## config.mk

```make
export PLATFORM = sky130hd
export DESIGN_NAME = serial_word_deser
export DESIGN_NICKNAME = d
export VERILOG_FILES = /design/src/rtl/serial_word_deser.sv
export SDC_FILE = /design/constraint.sdc
export NUM_CORES = 1
export LEC_CHECK = 0
export CORE_MARGIN = 10
export CORE_UTILIZATION = 40
export DETAILED_ROUTE_END_ITERATION = 16
export HOLD_SLACK_MARGIN = 0.1
export PLACE_DENSITY = 0.67
export SYNTH_ARGS = -nofsm -noshare
export SYNTH_HDL_FRONTEND = slang
export SYNTH_SLANG_ARGS = --single-unit
```

## constraint.sdc

```tcl
create_clock -name clk -period 2.3 [get_ports clk]
set_input_delay 0.575 -clock clk [delete_from_list [all_inputs] [get_ports clk]]
set_output_delay 0.575 -clock clk [all_outputs]
set_load 0.005 [all_outputs]
```

## src/rtl/serial_word_deser.sv

```systemverilog
// Bit-serial to parallel word deserializer with valid/ready on both sides.
// Optional alternating-pattern checker on pattern_ok, enabled by SERIAL_WORD_PATTERN_CHECK_EN.
module serial_word_deser #(
    parameter int unsigned BYTES         = 4,
    parameter int unsigned BITS_PER_BYTE = 8
) (
    input  logic                     clk,
    input  logic                     rst_n,
    input  logic                     in_valid,
    output logic                     in_ready,
    input  logic                     in_bit,
    input  logic                     in_flush,
    output logic                     out_valid,
    input  logic                     out_ready,
    output logic [0:BYTES*BITS_PER_BYTE-1] out_word,
    output logic [0:BYTES*BITS_PER_BYTE-1] out_inv,
    output logic [((BYTES > 1) ? $clog2(BYTES) : 1)-1:0] byte_idx,
    output logic [((BITS_PER_BYTE > 1) ? $clog2(BITS_PER_BYTE) : 1)-1:0] bit_idx,
    output logic [15:0]              word_cnt,
    output logic                     pattern_ok
);

    localparam int unsigned WIDTH = BYTES * BITS_PER_BYTE;
    localparam int unsigned BW    = (BYTES > 1) ? $clog2(BYTES) : 1;
    localparam int unsigned KW    = (BITS_PER_BYTE > 1) ? $clog2(BITS_PER_BYTE) : 1;
    localparam int unsigned IW    = (WIDTH > 1) ? $clog2(WIDTH) : 1;

    typedef enum logic {COLLECT = 1'b0, FULL = 1'b1} state_t;

    state_t             state_q;
    state_t             state_d;
    logic [BW-1:0]      j_q;
    logic [KW-1:0]      k_q;
    logic [0:WIDTH-1]   shreg;
    logic [0:WIDTH-1]   shreg_nxt_c;
    logic [IW-1:0]      idx_c;
    logic               accept_c;
    logic               flush_c;
    logic               handoff_c;
    logic               last_c;
    logic               k_wrap_c;

    // State register
    always_ff @(posedge clk) begin
        if (!rst_n) state_q <= COLLECT;
        else        state_q <= state_d;
    end

    // Next state: a word completing during a handoff keeps the block in FULL
    always_comb begin
        state_d = state_q;
        case (state_q)
            COLLECT: if (last_c)    state_d = FULL;
            FULL:    if (handoff_c) state_d = last_c ? FULL : COLLECT;
            default: state_d = COLLECT;
        endcase
    end

    // Handshake and control decode
    always_comb begin
        in_ready  = 1'b0;
        handoff_c = 1'b0;
        flush_c   = 1'b0;
        if (rst_n) begin
            in_ready  = (state_q == COLLECT) || out_ready;
            handoff_c = (state_q == FULL) && out_ready;
            flush_c   = (state_q == COLLECT) && in_flush;
        end
        accept_c = in_valid && in_ready && !flush_c;
        k_wrap_c = (k_q == KW'(BITS_PER_BYTE - 1));
        last_c   = accept_c && k_wrap_c && (j_q == BW'(BYTES - 1));
    end

    // Shift register image including the bit being accepted this cycle
    always_comb begin
        idx_c       = IW'(j_q) * IW'(BITS_PER_BYTE) + IW'(k_q);
        shreg_nxt_c = shreg;
        shreg_nxt_c[idx_c] = in_bit;
    end

    // Datapath: counters, collected bits, output word and handoff count
    always_ff @(posedge clk) begin
        if (!rst_n) begin
            j_q       <= '0;
            k_q       <= '0;
            out_valid <= 1'b0;
            out_word  <= '0;
            word_cnt  <= '0;
        end else begin
            if (handoff_c) begin
                out_valid <= 1'b0;
                word_cnt  <= word_cnt + 16'd1;
            end
            if (flush_c) begin
                j_q <= '0;
                k_q <= '0;
            end else if (accept_c) begin
                shreg[idx_c] <= in_bit;
                if (last_c) begin
                    j_q       <= '0;
                    k_q       <= '0;
                    out_word  <= shreg_nxt_c;
                    out_valid <= 1'b1;
                end else if (k_wrap_c) begin
                    k_q <= '0;
                    j_q <= j_q + BW'(1);
                end else begin
                    k_q <= k_q + KW'(1);
                end
            end
        end
    end

    assign byte_idx = j_q;
    assign bit_idx  = k_q;
    assign out_inv  = ~out_word;

`ifdef SERIAL_WORD_PATTERN_CHECK_EN
    logic [0:WIDTH-1] alt_c;

    // Reference pattern: word index n carries n&1
    always_comb begin
        for (int n = 0; n < WIDTH; n++) begin
            alt_c[n] = n[0];
        end
        pattern_ok = out_valid && (out_word == alt_c);
    end
`else
    assign pattern_ok = 1'b0;
`endif

endmodule

```

==> results.md <==
- io pins: 94
- portion of synthesized cell area occupied by the leading cell type: 0.267
- MaxCap Viol Count: 0
- number of library cell types mapped by synthesis: 33
- synthesized flop and latch total: 87
- Inserted Clock Buffers: 9
- total die area: 0.0148 mm²
- fraction of the yosys area taken by sequential cells: 0.500
- number of standard cells after synthesis: 385
- antenna violations before repair: 0
- cell at the slowest stage of the critical path: sky130_fd_sc_hd__clkdlybuf4s50_1
- ANT cells: 0
- final worst-path cycle share: 0.936
- layer carrying the most global-route usage: met2
- number of port buffers: 92
- internal reg-to-reg setup slack: 0.34 ns
- synthesized area per cell: 10.7 µm²
- post-route antenna net violation count: 0
- met3 Resource Use GR: 0.0449
- fraction of final layout cells sized beyond drive strength 1: 0.187
- global route total overflow: 0
- worst slack at placement: -0.0825 ns
- endpoint of the worst hold-timing path: out_valid
- DRC viols: 0
- list of cells traversed by the critical path: clkdlybuf4s50_1
- capture point of the worst reg-to-reg path: out_word[1]
- Detailed Route Iter0 Violations: 151
- number of buffers on the longest clock path: 2
- combined area of all synthesized cells: 0.00413 mm²
- CP bufs+invs: 1
- worst min path class: reg -> reg
- number of detailed-route iterations in the first pass: 4
- maximum number of pins on one net before global-route repair: 49
- vias in the first global route: 3,116
- number of hold violations in the final report: 0
- first-pass GRT wire length: 15.7 mm
- f_max: 465 MHz
- wirelength, routed: 9.80 mm
- met2 Track Usage GR: 0.208
- CTS Hold Buffers Added: 0
- data required time of the critical path: 1.73 ns
- Hold Path Cell Cnt: 2
- biggest area consumer among synthesized cells: sky130_fd_sc_hd__dfxtp_1
- Area growth, synth to finish: 32.9%
- cell count of the worst reg-to-reg path: 6
- synthesis warning total: 0
- Initial Util: 0.405
- Num Clock Sinks: 87
- leakage power summed over all cells: 1.82 nW
- Setup-failing EPs final: 0
- highest fanout seen on the critical path: 14
- GP Congestion: 0.783
- origin of the critical flop-to-flop path: bit_idx[0]
- setup repair after global routing missed its margin: no
- overall die width: 122 µm
- Hold Startpoint: out_valid
- final worst path period need: 2.15 ns
- clock skew after layout: 0.00761 ns
- worst-skew pair later-pin latency: 0.35 ns
- clock root buffer: sky130_fd_sc_hd__clkbuf_8
- GRT Total Usage: 0.131
- die span in y: 122 µm
- VDD IR max: 0.238 mV
- startpoint types: flip-flop
- leading cell types by total area after synthesis: sky130_fd_sc_hd__dfxtp_1 (27%), sky130_fd_sc_hd__edfxtp_1 (23%), sky130_fd_sc_hd__a211oi_2 (8.5%)
- Post-Syn Nets: 402
- core area: 0.0102 mm²
- Row Count: 37
- ratio of routed vias to standard cells: 5.00
- clock tree from TritonCTS: yes
- maximum level of the CTS H-tree: 3
- final sum of negative setup slack: 0 ns
- met1 capacity usage during global routing: 0.160
- result of the run: complete, no violations
- post-route setup slack: 0.148 ns
- Top FF cell, synth: sky130_fd_sc_hd__dfxtp_1
- total power per unit cell area: 518 mW/mm²
- most frequently used cell type in the post-synthesis netlist: sky130_fd_sc_hd__dfxtp_1
- DR vias: 3,087
- post-CTS setup repair buffer count: 0
- HPWL Detailed: 6.92 mm
- number of nets in the finished design: 494
- wire per inst: 15.9 µm
- critical path class: reg -> out
- final slew viol count: 0
- number of enable flip-flop cells after synthesis: 32
- peak per-stage delay on the critical path: 0.62 ns
- Setup crit end kind: output pin
- Async SR Flop Fraction: 0
- critical path's top delay family: buffers and inverters
- clock transition at the registers of the reported paths: 0.08 ns
- Arr. time, crit path: 1.58 ns
- cell types with the highest counts after synthesis: sky130_fd_sc_hd__dfxtp_1 (55), sky130_fd_sc_hd__inv_1 (39), sky130_fd_sc_hd__nor3_1 (33)
-- final cells by class --
cell class / count / area, µm²
timing repair buffer: 114 / 1150
tap: 136 / 170
fill: 944 / 4700
sequential: 87 / 2060
clock buffer: 13 / 170
multi-input combinational: 226 / 1750
clock inverter: 3 / 38.8
inverter: 39 / 146
-- report_power, final --
part / internal, mW / switching [mW]
logic: 0.0444 / 0.0695
clock network: 0.594 / 0.524
registers: 1.61 / 0.00453
total: 2.24 / 0.598
-- layer usage --
layer / up-vias / share of wire / wire length (µm)
li1: 1543 / - / -
met1: 1460 / 0.46 / 4500
met3: 11 / 0.072 / 701
met2: 73 / 0.45 / 4440
met4: 0 / 0.016 / 157
met5: - / 0 / 0
-- repair_timing --
item | CTS | global route
setup endpoints to repair | 1 | 0
hold endpoints to repair | 0 | 0
gates resized for setup | 1 | 0
-- worst max path at each step --
| stage | start | end | slack, ns | cells after the start |
|---|---|---|---|---|
| 6_report | bit_idx[2] | bit_idx[2] | 0.15 | 1 |
| 5_1_grt | bit_idx[2] | bit_idx[2] | 0.09 | 1 |
| 4_1_cts | bit_idx[2] | bit_idx[2] | 0.14 | 1 |
| 3_5_place_dp | out_ready | out_word[1] | -0.08 | 7 |
| 3_3_place_gp | out_ready | in_ready | -0.06 | 4 |
| 2_1_floorplan | out_ready | shreg[0] | 0.09 | 5 |
-- cells in the final DEF (no fill, tap or decap), types with 5 or more instances in the layout --
master	n
sky130_fd_sc_hd__edfxtp_1	32
sky130_fd_sc_hd__inv_1	38
sky130_fd_sc_hd__nand4_1	7
sky130_fd_sc_hd__buf_4	17
sky130_fd_sc_hd__clkbuf_8	10
sky130_fd_sc_hd__clkdlybuf4s50_1	91
sky130_fd_sc_hd__nand2_1	12
sky130_fd_sc_hd__dfxtp_1	55
sky130_fd_sc_hd__nand3b_1	16
sky130_fd_sc_hd__mux2_1	9
sky130_fd_sc_hd__ha_1	11
sky130_fd_sc_hd__xor2_1	9
sky130_fd_sc_hd__buf_12	5
sky130_fd_sc_hd__nor2_1	11
sky130_fd_sc_hd__nand3_1	26
sky130_fd_sc_hd__nor3_1	33
sky130_fd_sc_hd__mux2_2	23
sky130_fd_sc_hd__a211oi_2	28
sky130_fd_sc_hd__a21oi_1	11
sky130_fd_sc_hd__or3_1	6
-- sequential cells by signal, indices dropped and copies added, names as in the netlist --
register and flops:
word_cnt 16, shreg 32, state_q 1, out_valid 1
byte_idx 2, bit_idx 3, out_word 32
-- stage by stage --
stage / hold WS (ns) / cells / instance area [µm²] / utilization / total power, mW
4_1_cts: 0.479 / 618 / 5490 / 0.539 / 2.87
3_5_place_dp: 0.467 / 602 / 5280 / 0.518 / 1.76
2_1_floorplan: 0.459 / 385 / 4130 / - / 1.71
3_3_place_gp: 0.471 / 602 / 5280 / 0.518 / 1.76
6_report: 0.475 / 618 / 5490 / 0.539 / 2.84
5_1_grt: 0.514 / 618 / 5490 / 0.539 / 2.95
-- kinds of logic after synthesis --
group                    share of synthesized area
AO/OA/AOI/OAI                                0.119
XOR/XNOR                                    0.0191
adder cells (fa/ha/maj)                     0.0333
buffers and inverters                       0.0758
flip-flops                                   0.500
multiplexers                                0.0946
other                                     0.000908
AND/OR/NAND/NOR                              0.158
(Power assumes the default switching activity.)
